`config.mk`:
```
export PLATFORM = sky130hd
export DESIGN_NAME = moore_pattern_detector
export DESIGN_NICKNAME = d
export VERILOG_FILES = /design/src/rtl/seqdet_pkg.sv /design/src/rtl/seqdet_match_counter.sv /design/src/rtl/moore_pattern_detector.sv
export SDC_FILE = /design/constraint.sdc
export NUM_CORES = 1
export LEC_CHECK = 0
export CORE_AREA = 10 10 47 49
export DETAILED_ROUTE_END_ITERATION = 7
export DIE_AREA = 0 0 57 59
export PLACE_DENSITY = 0.49
export SLEW_MARGIN = 20
export SYNTH_ARGS = -nofsm -noshare
export SYNTH_HDL_FRONTEND = slang
export SYNTH_SLANG_ARGS = --single-unit
```
`constraint.sdc`:
```
create_clock -name clk -period 0.9 [get_ports clk]
set_input_delay 0.18 -clock clk [delete_from_list [all_inputs] [get_ports clk]]
set_output_delay 0.18 -clock clk [all_outputs]
set_load 0.01 [all_outputs]
```
`src/rtl/seqdet_pkg.sv`:
```
`default_nettype none
// ============================================================================
// Module   : seqdet_pkg
// Purpose  : Shared elaboration helpers for the Moore serial pattern detector:
//            the state-register width, the KMP failure value F, the KMP
//            next-state function and parameter-legality checks.
// Ports    : none (package)
// Config   : SEQDET_MATCH_CNT_EN is consumed by moore_pattern_detector, not here.
// Revision : 1.0 - initial parametrised release
// ============================================================================
package seqdet_pkg;

    // Largest pattern the helpers can represent.
    localparam int c_PAT_LEN_MAX = 16;

    // Pattern bits zero-extended to the widest legal pattern.
    typedef logic [c_PAT_LEN_MAX-1:0] pat_word_t;

    // Detection mode as decoded from the overlap input.
    typedef enum logic {
        DET_NONOVERLAP = 1'b0,
        DET_OVERLAP    = 1'b1
    } det_mode_e;

    // States S0..S<pat_len> need pat_len+1 codes.
    function automatic int seqdet_state_w(input int pat_len);
        return $clog2(pat_len + 1);
    endfunction

    // Bit at position pos of the pattern word. A shift keeps the select
    // width-clean for any integer position.
    function automatic logic pat_bit(input pat_word_t pat, input int pos);
        pat_word_t t;
        t = pat >> pos;
        return t[0];
    endfunction

    // Longest proper prefix of the pattern that is also a suffix. The i-th
    // received bit of the pattern is pat[len-1-i]; the i-th received bit of
    // the length-j suffix is pat[j-1-i].
    function automatic int seqdet_failure(input pat_word_t pat, input int len);
        int   f;
        logic ok;
        f = 0;
        for (int j = 1; j < len; j++) begin
            ok = 1'b1;
            for (int i = 0; i < j; i++) begin
                if (pat_bit(pat, len - 1 - i) != pat_bit(pat, j - 1 - i)) begin
                    ok = 1'b0;
                end
            end
            if (ok) begin
                f = j;
            end
        end
        return f;
    endfunction

    // Next state from Sk on input xb. The history is the first k pattern
    // bits followed by xb; the result is the longest j <= k+1 whose last j
    // history bits equal the first j pattern bits. j is scanned upward so
    // the last hit is the longest.
    function automatic int seqdet_next(input pat_word_t pat, input int len,
                                       input int k, input logic xb);
        int   nxt;
        int   p;
        logic hb;
        logic ok;
        nxt = 0;
        for (int j = 1; j <= k + 1; j++) begin
            ok = 1'b1;
            for (int i = 0; i < j; i++) begin
                p  = k + 1 - j + i;
                hb = (p == k) ? xb : pat_bit(pat, len - 1 - p);
                if (hb != pat_bit(pat, len - 1 - i)) begin
                    ok = 1'b0;
                end
            end
            if (ok) begin
                nxt = j;
            end
        end
        return nxt;
    endfunction

    function automatic bit seqdet_params_ok(input int pat_len, input int cnt_w);
        return (pat_len >= 2) && (pat_len <= c_PAT_LEN_MAX) &&
               (cnt_w >= 1) && (cnt_w <= 32);
    endfunction

endpackage : seqdet_pkg
`default_nettype wire

```
`src/rtl/seqdet_match_counter.sv`:
```
`default_nettype none
// ============================================================================
// Module   : seqdet_match_counter
// Purpose  : Saturating detection counter for the serial pattern detector.
// Ports    : clk      - clock, rising edge active
//            rst      - asynchronous active-low reset
//            en       - sample enable; increments only when high
//            cnt_clr  - synchronous clear, wins over increment, ignores en
//            inc      - a detection completes on this edge
//            cnt      - current count, saturates at 2^CNT_W-1
// Config   : instantiated only when SEQDET_MATCH_CNT_EN is defined.
// Revision : 1.0 - initial release
// ============================================================================
module seqdet_match_counter #(
    parameter int CNT_W = 8
) (
    input  logic             clk,
    input  logic             rst,
    input  logic             en,
    input  logic             cnt_clr,
    input  logic             inc,
    output logic [CNT_W-1:0] cnt
);

    localparam logic [CNT_W-1:0] c_CNT_MAX = '1;

    logic [CNT_W-1:0] cnt_q;

    always_ff @(posedge clk or negedge rst) begin
        if (!rst) begin
            cnt_q <= '0;
        end else if (cnt_clr) begin
            cnt_q <= '0;
        end else if (en && inc && (cnt_q != c_CNT_MAX)) begin
            cnt_q <= cnt_q + CNT_W'(1);
        end
    end

    assign cnt = cnt_q;

endmodule : seqdet_match_counter
`default_nettype wire

```
`src/rtl/moore_pattern_detector.sv`:
```
`default_nettype none
// ============================================================================
// Module   : moore_pattern_detector
// Purpose  : Parametrised Moore serial pattern detector. One bit of x is
//            sampled per enabled clock; z is high while the FSM sits in the
//            detect state. Overlapping or non-overlapping detection is
//            selected at run time by the overlap input.
// Ports    : clk       - clock, rising edge active
//            rst       - asynchronous active-low reset
//            en        - sample enable; 0 holds state, z and match_cnt
//            x         - serial data bit
//            overlap   - 1 overlapping, 0 non-overlapping detection
//            cnt_clr   - synchronous clear of match_cnt (acts regardless of en)
//            z         - detect flag (registered, pure function of state)
//            match_cnt - saturating detection count
// Config   : SEQDET_MATCH_CNT_EN - when defined the match counter is built;
//            otherwise match_cnt is tied to 0 and cnt_clr is ignored.
// Revision : 1.0 - initial parametrised release (successor of fixed 1010)
// ============================================================================
module moore_pattern_detector
    import seqdet_pkg::*;
#(
    parameter int                 PAT_LEN = 4,
    parameter logic [PAT_LEN-1:0] PATTERN = 4'b1010,
    parameter int                 CNT_W   = 8
) (
    input  logic             clk,
    input  logic             rst,
    input  logic             en,
    input  logic             x,
    input  logic             overlap,
    input  logic             cnt_clr,
    output logic             z,
    output logic [CNT_W-1:0] match_cnt
);

    // ------------------------------------------------------------------
    // Elaboration constants
    // ------------------------------------------------------------------
    localparam int        c_SW      = seqdet_state_w(PAT_LEN);
    localparam int        c_NSTATES = 2 ** c_SW;
    localparam pat_word_t c_PAT_EXT = pat_word_t'(PATTERN);
    localparam int        c_FAIL    = seqdet_failure(c_PAT_EXT, PAT_LEN);

    localparam logic [c_SW-1:0] c_S_IDLE = '0;
    localparam logic [c_SW-1:0] c_S_FAIL = c_SW'(c_FAIL);
    localparam logic [c_SW-1:0] c_S_DET  = c_SW'(PAT_LEN);

    if (!seqdet_params_ok(PAT_LEN, CNT_W)) begin : g_bad_params
        $fatal(1, "moore_pattern_detector: PAT_LEN must be 2..16 and CNT_W 1..32");
    end

    // ------------------------------------------------------------------
    // Next-state table. Rows cover every code of the state register so
    // an unreachable code (above S<PAT_LEN>) falls back to S0. The detect
    // row itself is never read: leaving detect reuses the S0 or S<F> row.
    // ------------------------------------------------------------------
    logic [c_SW-1:0] w_nxt_tbl [c_NSTATES][2];

    for (genvar k = 0; k < c_NSTATES; k++) begin : g_row
        for (genvar b = 0; b < 2; b++) begin : g_col
            if (k < PAT_LEN) begin : g_live
                localparam int c_NXT = seqdet_next(c_PAT_EXT, PAT_LEN, k, 1'(b));
                assign w_nxt_tbl[k][b] = c_SW'(c_NXT);
            end else begin : g_dead
                assign w_nxt_tbl[k][b] = c_S_IDLE;
            end
        end
    end

    // ------------------------------------------------------------------
    // State register and next-state selection
    // ------------------------------------------------------------------
    logic [c_SW-1:0] state_q;
    logic [c_SW-1:0] state_d;
    logic [c_SW-1:0] w_src;
    logic            z_q;
    det_mode_e       w_mode;

    assign w_mode = det_mode_e'(overlap);

    always_comb begin
        w_src = state_q;
        // On exit from detect, the matched bits are either discarded (S0)
        // or the border of the pattern is kept as a partial match (S<F>).
        if (state_q == c_S_DET) begin
            w_src = (w_mode == DET_OVERLAP) ? c_S_FAIL : c_S_IDLE;
        end
        state_d = w_nxt_tbl[w_src][x];
    end

    // z is registered alongside the state so it is exactly "state == detect"
    // with no combinational path from x.
    always_ff @(posedge clk or negedge rst) begin
        if (!rst) begin
            state_q <= c_S_IDLE;
            z_q     <= 1'b0;
        end else if (en) begin
            state_q <= state_d;
            z_q     <= (state_d == c_S_DET);
        end
    end

    assign z = z_q;

    // ------------------------------------------------------------------
    // Optional match counter
    // ------------------------------------------------------------------
`ifdef SEQDET_MATCH_CNT_EN
    logic w_hit;

    assign w_hit = (state_d == c_S_DET);

    seqdet_match_counter #(
        .CNT_W   (CNT_W)
    ) u_match_counter (
        .clk     (clk),
        .rst     (rst),
        .en      (en),
        .cnt_clr (cnt_clr),
        .inc     (w_hit),
        .cnt     (match_cnt)
    );
`else
    logic w_unused_cnt_clr;

    assign w_unused_cnt_clr = cnt_clr;
    assign match_cnt        = '0;
`endif

endmodule : moore_pattern_detector
`default_nettype wire

```
==> reports/results.txt, run 1 <==
Worst setup SP type - flop
met2 routed WL - 247 µm
Post-DRT Antenna Nets - 0
# hold bufs at CTS - 0
status - finished with violations
CORE AREA - 1400 µm²
buffers and inverters on the worst path - 0
Slew Viols, Final - 0
period utilization - 109%
wire per inst - 10.7 µm
largest net degree at the start of global routing - 8
Worst Path Required - 1.00 ns
Period minus WS final - 0.978 ns
top cell family by delay on the critical path - flip-flops
final net count - 46
drt first pass iters - 3
initial antenna violation count - 0
Area Growth Syn to Fin - 28.7%
Max Fanout on Critical Path - 4
hold crit path type - in -> async
initial core utilization - 18.7%
clock slew at reported path FFs - 0.04 ns
Crit Path Category - reg -> reg
utilization after layout - 24.0%
critical path's slowest cell - dfrtp_1
Power Total - 571 µW
drt total wl - 579 µm
asr flop ratio synth - 100%
M1 WL - 294 µm
CTS Buffer Depth - 2
failing checks - setup timing
cell taking the most area after synthesis - dfrtp_1
Antenna Cells - 0
# setup viols final - 4
area of the mapped netlist - 262 µm²
Top-Level Pins - 15
predominant post-synthesis flop cell - dfrtp_1
most common library cells after synthesis - buf_4 (8), inv_1 (5), dfrtp_1 (4), o21ai_0 (4), nand4_1 (2)
Final Hold Fails - 0
top cell type's share of synthesized area - 38.3%
# clock sinks - 4
setup ws final - -0.0785 ns
total global routing overflow - 0
flop2flop setup slack - -0.08 ns
Largest stage delay, worst path - 0.37 ns
Syn Area/Cell - 9.02 µm²
RSZ-0062 raised after global routing - yes
Seq cells post-synth - 4
GRT Overall Usage - 3.12%
MaxCap Viol Count - 0
post-synthesis cell count - 29
top sig layer - met3
P per Cell Area - 1700 nW/µm²
# Post-CTS Setup Buffers - 0
leak pwr - 0.000162 µW
Netlist cell types - 11
H-tree Lvls - 1
root buf cell - clkbuf_4
CTS Buf Count - 3
CP endpoint kind - flop
final setup skew - 0.000123 ns
row count - 14
Remaining DRCs - 0
number of synthesized flops with an enable pin - 0
gpl congestion - 0.653
Worst-Skew Late Latency - 0.23 ns
initial DRC count - 1
maximum VDD drop - 0.632 mV
Via Count - 195
Ys Warns - 0
met3 wire len - 36 µm
number of global-route vias before repair - 212
number of port buffers - 5
Area contributors post-synth - dfrtp_1 (38%), buf_4 (23%), o21ai_0 (7.7%), inv_1 (7.2%), nand4_1 (4.8%)
CTS tree - done
die width - 57 µm
crit path DAT - 1.08 ns
fmax - 1.02 GHz
Post-DP HPWL - 463 µm
register area share after synthesis - 38.3%
first-pass GRT wire length - 772 µm
total die area - 3360 µm²
top-count cell post-synth - buf_4
Die H - 59 µm
share of layout cells above drive strength 1 - 23.7%
crit-path cells - and4b_1 > o211ai_2 > o221ai_2
vias per cell - 3.61
setup_tns - -0.124 ns
metal layers:
metal	vias to the layer above	track usage, %
li1	100	-
met1	86	3.58
met4	0	4.03
met2	9	3.57
met5	-	0
met3	0	1.50
report_power, final:
group	leakage, µW	switching [µW]	internal (µW)
sequential	0.0000528	18.9	203
combinational	0.0000958	66.4	64.8
clock	0.0000138	69.5	149
total	0.000162	155	416
final timing paths:
kind                                 start          to  depth (start not counted)
worst max-delay path            state_q[1]  state_q[1]                          3
worst min-delay path                   rst  state_q[0]                          1
worst max register to register  state_q[1]  state_q[1]                          3
worst min register to register           z           z                          2
max in group asynchronous              rst           z                          1
min in group clk                         z           z                          2
layout make-up:
class                   instances  area [µm²]
fillers                       165        1060
multi-input cells              19         115
flip-flops and latches          4         100
repair buffers                  7        60.1
clock buffers                   3        22.5
well taps                      16        20.0
inverters                       5        18.8
state kept, by name, summed over array words and instances (netlist names):
register	count
state_q	3
z	1
logic make-up (layout without fill, tap and decap cells):
group | after synthesis | after routing | synth area share [%]
buffers and inverters | 13 | 15 | 30.1
AOI/OAI and AO/OA | 6 | 6 | 15.8
and+or+nand+nor | 5 | 5 | 14.4
DFF | 4 | 4 | 38.3
other | 1 | 8 | 1.43
what timing repair did:
| action | in CTS | in global routing |
|---|---|---|
| gates cloned | 0 | 0 |
| resized for setup | 7 | 1 |
| endpoints found under the setup margin | 4 | 5 |
| pin swaps | 1 | 2 |
layout by cell type, fill, tap and decap left out:
cell,instances
and2b_4,1
and4b_1,1
buf_2,1
buf_4,2
clkbuf_4,3
clkdlybuf4s50_1,4
conb_1,8
dfrtp_1,4
inv_1,5
nand3_1,1
nand4_1,2
o211ai_2,1
o21ai_0,1
o21ai_1,3
o221ai_2,1
per-stage QoR:
step	hold WS [ns]	area (µm²)	cells	setup slack, ns
after floorplan	-0.116	288	36	-0.0268
after global placement	0.393	313	51	-0.315
after detailed placement	0.397	313	51	-0.331
after CTS	0.145	337	54	-0.0788
after global routing	0.156	337	54	-0.115
final	0.149	337	54	-0.0785
Note: power is estimated with default switching activity, not from simulation.
==> inputs of run 2 (changes only) <==
DONT_BUFFER_PORTS = 1   (was unset)
MAX_ROUTING_LAYER = met4   (was unset)
PLACE_DENSITY = 0.33   (was 0.49)
==> run 2 against run 1 <==
The run still ends with setup timing left. Power fell by 4.9%. Die area did not move. Non-clock buffer count fell by 5. Via count shrank 5.1%. Largest power group unchanged.
==> reports/results.txt, run 2 (same netlist as run 1, synthesis figures left out) <==
status - finished with violations
failing checks - setup timing
Final Hold Fails - 0 (unchanged)
initial core utilization - 18.7% (unchanged)
CP endpoint kind - flop
clock slew at reported path FFs - 0.04 ns (about the same)
Slew Viols, Final - 0 (unchanged)
final net count - 41 (-11%)
RSZ-0062 raised after global routing - yes
final setup skew - 0.00480 ns (+0.00467 ns)
GRT Overall Usage - 4.27% (+1.2 points)
most common cell after layout, fill and taps aside - conb_1
Worst Path Required - 1.00 ns (about the same)
wire per inst - 12.4 µm (+16%)
Crit Path Category - reg -> reg
H-tree Lvls - 1 (unchanged)
share of layout cells above drive strength 1 - 18.2% (-5.5 points)
Largest stage delay, worst path - 0.40 ns (+0.03 ns)
row count - 14 (unchanged)
CTS tree - done
period utilization - 110% (+0.88 points)
total global routing overflow - 0 (unchanged)
leak pwr - 0.000140 µW (-14%)
CTS Buf Count - 3 (unchanged)
drt first pass iters - 1 (-2)
die width - 57 µm (unchanged)
largest net degree at the start of global routing - 9 (+1)
first-pass GRT wire length - 993 µm (+29%)
Largest Register - state_q
Max Fanout on Critical Path - 4 (unchanged)
Remaining DRCs - 0 (unchanged)
total die area - 3360 µm² (unchanged)
final instance area - 288 µm² (-14%)
root buf cell - clkbuf_4
highest-count cells in the layout ignoring fill and taps - conb_1 (8), inv_1 (5), dfrtp_1 (4), clkbuf_4 (3)
Worst-Skew Late Latency - 0.24 ns (about the same)
# fillers - 158 (-4.2%)
crit-path cells - and2b_4 > o211ai_2 > o221ai_1
critical path's slowest cell - dfrtp_1
setup ws final - -0.0864 ns (-0.00792 ns)
Top-Level Pins - 15 (unchanged)
maximum VDD drop - 0.243 mV (-62%)
Via Count - 185 (-5.1%)
drt total wl - 607 µm (+4.8%)
Worst setup SP type - flop
number of port buffers - 0 (-5)
vias per cell - 3.78 (+4.6%)
initial antenna violation count - 0 (unchanged)
P per Cell Area - 1890 nW/µm² (+11%)
MaxCap Viol Count - 0 (unchanged)
Post-DRT Antenna Nets - 0 (unchanged)
gpl congestion - 0.627 (-4.0%)
Period minus WS final - 0.986 ns (+0.00792 ns)
setup_tns - -0.199 ns (-0.0751 ns)
number of global-route vias before repair - 226 (+6.6%)
CTS Buffer Depth - 2 (unchanged)
max reg flops - 3 (unchanged)
Area Growth Syn to Fin - 10.0%
Die H - 59 µm (unchanged)
# setup viols final - 3 (-1)
# clock sinks - 4 (unchanged)
hold crit path type - in -> reg
crit path DAT - 1.09 ns (about the same)
fmax - 1.01 GHz (-0.80%)
Antenna Cells - 0 (unchanged)
flop2flop setup slack - -0.09 ns (about the same)
CORE AREA - 1400 µm² (unchanged)
initial DRC count - 0 (-1)
area of placed instances - 248 µm² (-21%)
## run 2: worst paths after layout
path / startpoint / endpoint / depth (start not counted)
worst min-delay path: en / state_q[2] / 1
min in group asynchronous: rst / state_q[1] / 1
worst min register to register: z / z / 2
worst max-delay path: state_q[1] / state_q[1] / 3
max in group asynchronous: rst / state_q[2] / 1
worst max register to register: state_q[1] / state_q[1] / 3
## run 2: worst max-delay path, delay by kind of cell, from the launching register on
family           cells  cell delay (ns)
AO/OA/AOI/OAI        2             0.27
flip-flops           1             0.40
AND/OR/NAND/NOR      1             0.18
## run 2: stage by stage
step                      std cells  utilization, %  setup WS (ns)  hold slack, ns  power, µW
after floorplan                  36               -        -0.0268          -0.116        318
after global routing             49            20.5         -0.115         0.00548        592
after CTS                        49            20.5        -0.0864          0.0162        555
after global placement           44            17.7         -0.116          -0.115        306
final                            49            20.5        -0.0864          0.0258        543
after detailed placement         44            17.7         -0.123          -0.115        307
## run 2: area by class of cell
| class | count | area (µm²) | share of cell area, % |
|---|---|---|---|
| Sequential cell | 4 | 100 | 34.8 |
| Timing Repair Buffer | 2 | 17.5 | 6.09 |
| Tap cell | 16 | 20.0 | 6.96 |
| Clock buffer | 3 | 22.5 | 7.83 |
| Multi-Input combinational cell | 19 | 109 | 37.8 |
| Inverter | 5 | 18.8 | 6.52 |
## run 2: metal layers
metal / share of wire (%) / GRT usage, % / vias up
met5: 0 / - / -
met4: 2.8 / 6.04 / 0
met3: 5.4 / 1.72 / 2
met2: 62 / 7.60 / 7
met1: 29 / 2.51 / 87
li1: - / - / 89
## run 2: repair_timing
action                     in CTS  in global routing
setup endpoints to repair       3                  4
hold buffers                    1                  0
resized for setup               2                  0
setup buffers                   1                  0
hold endpoints to repair        4                  0
pin swaps                       0                  1
## run 2: power by group
group	switching, µW	leakage [µW]	internal (µW)
Sequential	23.4	0.0000528	203
Clock	74.5	0.0000138	149
Combinational	50.1	0.0000730	43.1
